===== src/rtl/rst_seq_ctrl.sv =====
// Reset sequencer: holds every downstream reset for a minimum time, waits for
// clock lock, then releases stages one by one (bit 0 first) with a fixed gap.
module rst_seq_ctrl #(
    parameter int NUM_STAGES        = 4,
    parameter int MIN_ASSERT_CYCLES = 16,
    parameter int STAGE_GAP_CYCLES  = 8,
    parameter int CNT_W             = 8,
    localparam int IDX_W            = $clog2(NUM_STAGES + 1)
) (
    input  logic                  clk,
    input  logic                  rst,
    input  logic                  rst_req_sync,
    input  logic                  locked,
    input  logic                  sw_rst,
    output logic [NUM_STAGES-1:0] rst_out,
    output logic                  rst_done,
    output logic [IDX_W-1:0]      stage_idx
);

    typedef enum logic [1:0] {
        HOLD      = 2'd0,
        WAIT_LOCK = 2'd1,
        RELEASE   = 2'd2,
        RUN       = 2'd3
    } state_t;

    localparam logic [NUM_STAGES-1:0] ALL_ON   = {NUM_STAGES{1'b1}};
    localparam logic [NUM_STAGES-1:0] ALL_OFF  = {NUM_STAGES{1'b0}};
    localparam logic [CNT_W-1:0]      HOLD_END = CNT_W'(MIN_ASSERT_CYCLES - 1);
    localparam logic [CNT_W-1:0]      GAP_END  = CNT_W'(STAGE_GAP_CYCLES - 1);
    localparam logic [IDX_W-1:0]      LAST_IDX = IDX_W'(NUM_STAGES - 1);

    state_t                  state_r, state_nxt_s;
    logic [CNT_W-1:0]        cnt_r, cnt_nxt_s;
    logic [NUM_STAGES-1:0]   rst_out_r, rst_out_nxt_s;
    logic                    rst_done_r, rst_done_nxt_s;
    logic [IDX_W-1:0]        stage_idx_r, stage_idx_nxt_s;
    logic                    abort_s;

    // Lock loss only counts as a reset cause once stages may be out of reset.
    assign abort_s = rst_req_sync | sw_rst |
                     (~locked & ((state_r == RELEASE) | (state_r == RUN)));

    // Next-state and next-output logic; abort outranks every transition.
    always_comb begin
        state_nxt_s     = state_r;
        cnt_nxt_s       = cnt_r;
        rst_out_nxt_s   = rst_out_r;
        rst_done_nxt_s  = rst_done_r;
        stage_idx_nxt_s = stage_idx_r;
        if (abort_s) begin
            state_nxt_s     = HOLD;
            cnt_nxt_s       = {CNT_W{1'b0}};
            rst_out_nxt_s   = ALL_ON;
            rst_done_nxt_s  = 1'b0;
            stage_idx_nxt_s = {IDX_W{1'b0}};
        end else begin
            case (state_r)
                HOLD: begin
                    rst_out_nxt_s   = ALL_ON;
                    rst_done_nxt_s  = 1'b0;
                    stage_idx_nxt_s = {IDX_W{1'b0}};
                    if (cnt_r == HOLD_END) begin
                        cnt_nxt_s   = {CNT_W{1'b0}};
                        state_nxt_s = WAIT_LOCK;
                    end else begin
                        cnt_nxt_s = cnt_r + CNT_W'(1);
                    end
                end
                WAIT_LOCK: begin
                    if (locked) begin
                        cnt_nxt_s   = {CNT_W{1'b0}};
                        state_nxt_s = RELEASE;
                    end else begin
                        state_nxt_s = WAIT_LOCK;
                    end
                end
                RELEASE: begin
                    if (cnt_r == GAP_END) begin
                        // Shifting zeros in from the LSB keeps release order thermometer-style.
                        cnt_nxt_s       = {CNT_W{1'b0}};
                        rst_out_nxt_s   = rst_out_r << 1;
                        stage_idx_nxt_s = stage_idx_r + IDX_W'(1);
                        if (stage_idx_r == LAST_IDX) begin
                            rst_done_nxt_s = 1'b1;
                            state_nxt_s    = RUN;
                        end else begin
                            state_nxt_s = RELEASE;
                        end
                    end else begin
                        cnt_nxt_s = cnt_r + CNT_W'(1);
                    end
                end
                RUN: begin
                    rst_out_nxt_s   = ALL_OFF;
                    rst_done_nxt_s  = 1'b1;
                    stage_idx_nxt_s = IDX_W'(NUM_STAGES);
                end
                default: begin
                    state_nxt_s     = HOLD;
                    cnt_nxt_s       = {CNT_W{1'b0}};
                    rst_out_nxt_s   = ALL_ON;
                    rst_done_nxt_s  = 1'b0;
                    stage_idx_nxt_s = {IDX_W{1'b0}};
                end
            endcase
        end
    end

    // State and output registers with synchronous reset.
    always_ff @(posedge clk) begin
        if (rst) begin
            state_r     <= HOLD;
            cnt_r       <= {CNT_W{1'b0}};
            rst_out_r   <= ALL_ON;
            rst_done_r  <= 1'b0;
            stage_idx_r <= {IDX_W{1'b0}};
        end else begin
            state_r     <= state_nxt_s;
            cnt_r       <= cnt_nxt_s;
            rst_out_r   <= rst_out_nxt_s;
            rst_done_r  <= rst_done_nxt_s;
            stage_idx_r <= stage_idx_nxt_s;
        end
    end

    assign rst_out   = rst_out_r;
    assign rst_done  = rst_done_r;
    assign stage_idx = stage_idx_r;

endmodule


===== config.mk =====
export PLATFORM = sky130hd
export DESIGN_NAME = rst_seq_ctrl
export DESIGN_NICKNAME = d
export VERILOG_FILES = /design/src/rtl/rst_seq_ctrl.sv
export SDC_FILE = /design/constraint.sdc
export NUM_CORES = 1
export LEC_CHECK = 0
export BUFFER_PORTS_ARGS = -buffer_cell sky130_fd_sc_hd__buf_2
export CORE_MARGIN = 3
export CORE_UTILIZATION = 46
export CTS_BUF_LIST = sky130_fd_sc_hd__clkbuf_8
export DETAILED_ROUTE_END_ITERATION = 6
export PLACE_DENSITY_LB_ADDON = 0.3
export SLEW_MARGIN = 0
export SYNTH_ARGS = -nofsm -noshare
export SYNTH_HDL_FRONTEND = slang
export SYNTH_SLANG_ARGS = --single-unit

===== constraint.sdc =====
create_clock -name clk -period 3.7 [get_ports clk]
set_input_delay 0.74 -clock clk [delete_from_list [all_inputs] [get_ports clk]]
set_output_delay 0.74 -clock clk [all_outputs]
set_load 0.01 [all_outputs]

==> reports/metrics.yaml <==
status: "finished clean"
clockBufferDepth: 2
h-tree-depth: 1
r2r-end: "cnt_r[1]"
syn_avg_cell_area_um2: 8.581
drive_gt1_share_pct: 18.94
critPathKind: "reg2reg"
path_clk_slew_ps: 70
irDropWorstVdd_v: 0.0001627
io_buffers: 12
finalSetupViolations: 0
core_mm2: 0.002042
first_iter_violations: 12
numCtsBuffers: 3
grtUsageTotal_pct: 16.95
drc: 0
ys_types: 35
p_leak_nw: 0.4072
worstSkewPairLatency_ps: 250
slowest_delay_ps: 660
dieArea_mm2: 0.002842
fp.dieW_um: 53.32
root_buffer: "clkbuf_8"
gp_routability_congestion: 0.7396
hold_start: "rst_done"
postRouteAntennaNets: 0
hold_violations: 0
routed_wl_mm: 1.977
ys_warn_count: 0
intPower_uw: 292.0
power_uw: 360.0
post_cts_buffers: 0
min_period_ps: 2082
critPathCaptureType: "flop"
pwr-share-clk_pct: 44.0
worst_hold_path_type: "reg2reg"
seq_power_share_pct: 54.1
worstReg2RegStart: "state_r[1]"
syn_nets: 134
num_antenna_cells: 0
antenna_found_initial: 0
ys_seq_elements: 18
grt_max_degree: 16
synth_ff_type: "dfxtp_1"
async_reset_ff_share_pct: 0
netSwitchingPower_uw: 68.03
grt_overflow: 0
via_per_inst: 5.730
num_rows: 16
post_cts_resized: 0
critical_path.max_fanout: 7
tightest_slew_ps: 617.6
worstSetupStartpoint: "state_r[1]"
finalSetupTns_ps: 0
drv_cap: 0
r2r_setup_slack_ps: 1620
dr.pass1.iters: 4
synth-edff-count: 0
slew_violations: 0
finalClockSkew_ps: 7.480
r2r_cells: 6
grt_pass1_wl_mm: 3.574
cts_tree: "done"
grt_pass1_vias: 796
cts_hold_buf: 0
power_density_mw_per_mm2: 308.4
crit_path_cell_trace: "inv_1, ha_1, nor2b_1, or4_2, o22ai_4, nor3_1"
cts_sinks: 18
dp_hpwl_mm: 1.460
dpl.cell_count: 155
rsz0062_at_grt: "false"
combPwrFrac_pct: 1.9
crit_slowest_cell: "or4_2"
fin_nets: 147
swShare_pct: 18.90
vias: 911
cp-start-kind: "flop"
yosysSeqAreaShare_pct: 34.99
cp.buffers_inverters: 1
dieHeight_um: 53.32
netlist_area_mm2: 0.001030
wl_per_cell_um: 12.43
cp.arrival_ps: 2210
holdWs_ps: 463.6
final_cells: 159
cp_num_cells: 6
max_clock_freq_mhz: 480.4
worstPathRequired_ps: 3830
path_delay_family: "simple AND/OR/NAND/NOR gates"
fin_crit_sh_pct: 56.26
slew_headroom_pct: 58.45
area_growth_pct: 13.37
syn_inst: 120
num_io_pins: 13
initial_utilization_pct: 50.43
worstSetupEndpoint: "cnt_r[1]"
-- worst min-delay path by stage --
stage               slack, ps  cells after the start       end
floorplan                 480                      2  cnt_r[2]
global placement          450                      1  rst_done
detailed placement        450                      1  rst_done
CTS                       470                      1  rst_done
global route              490                      1  rst_done
finish                    460                      1  rst_done
-- layer usage --
metal | part of all wire [%] | GRT usage (%)
met1 | 48 | 21.05
met5 | 0 | 0
met2 | 47 | 28.37
met3 | 4.3 | 3.380
met4 | 0.40 | 6.383
-- through the flow --
step | setup WS, ps | utilization, % | cell area [um2]
2_1_floorplan | 1743 | - | 1030
3_3_place_gp | 1663 | 54.47 | 1112
3_5_place_dp | 1628 | 54.47 | 1112
4_1_cts | 1622 | 57.17 | 1167
5_1_grt | 1461 | 57.17 | 1167
6_report | 1618 | 57.17 | 1167
-- registers in the layout, indices dropped and copies added, names as in the netlist --
signal     flops
stage_idx      3
cnt_r          8
rst_out        4
rst_done       1
state_r        2
-- cells by family (layout without fill, tap and decap cells) --
kind of cell    count (synthesis)  count (layout)  share of synthesized area [%]
mux                             1               1                         0.9721
buf+inv                        11              23                          4.010
xor+xnor                        5               5                          4.253
simple gates                   46              46                          23.94
compound gates                 30              30                          20.90
fa+ha+maj                       9               9                          10.94
flops                          18              18                          34.99
-- synth_stat cells (all sizes together) (2+ instances only) --
master  instances  share of area, %
nand3           4               1.9
nand2          12               4.4
ha              9                11
a21o            2               1.6
o21ai           8               3.9
xnor2           5               4.3
o311ai          3               2.6
clkbuf          5               1.8
o31a            2               1.8
nor2            4               1.5
or3             3               1.8
a21oi           6               2.9
nor4            2               1.2
dfxtp          18                35
inv             6               2.2
nor3           11               5.3
nand2b          2               1.2
a211oi          3               2.2
or4             4               3.8
-- layout by cell type, fill, tap and decap left out, types with 5 or more instances in the layout --
cell type  Yosys  layout
ha_1           9       9
buf_2          0      12
o21ai_0        8       8
xnor2_1        5       5
inv_1          6       6
a21oi_1        6       6
nand2_1       12      12
dfxtp_1       18      18
nor3_1        11      11
-- worst register-to-register path, cell delays in order (launching register included) --
cell and delay [ps]:
dfxtp_1 430, inv_1 120, ha_1 220, nor2b_1 200, or4_2 660, o22ai_4 240, nor3_1 80
-- power by group through the flow --
stage	Combinational [mW]	Sequential [mW]	Clock, mW
after floorplan	0.00313	0.199	0
after global placement	0.00667	0.199	0
after detailed placement	0.00676	0.199	0
after CTS	0.00689	0.195	0.165
after global routing	0.00784	0.195	0.172
final	0.00679	0.195	0.158
-- layout make-up --
class | instances | area, um2
multi-input cells | 91 | 628.1
fillers | 204 | 874.6
inverters | 6 | 22.52
flip-flops and latches | 18 | 360.3
repair buffers | 13 | 67.56
well taps | 27 | 33.78
clock buffers | 4 | 55.05
(Power assumes the default switching activity.)
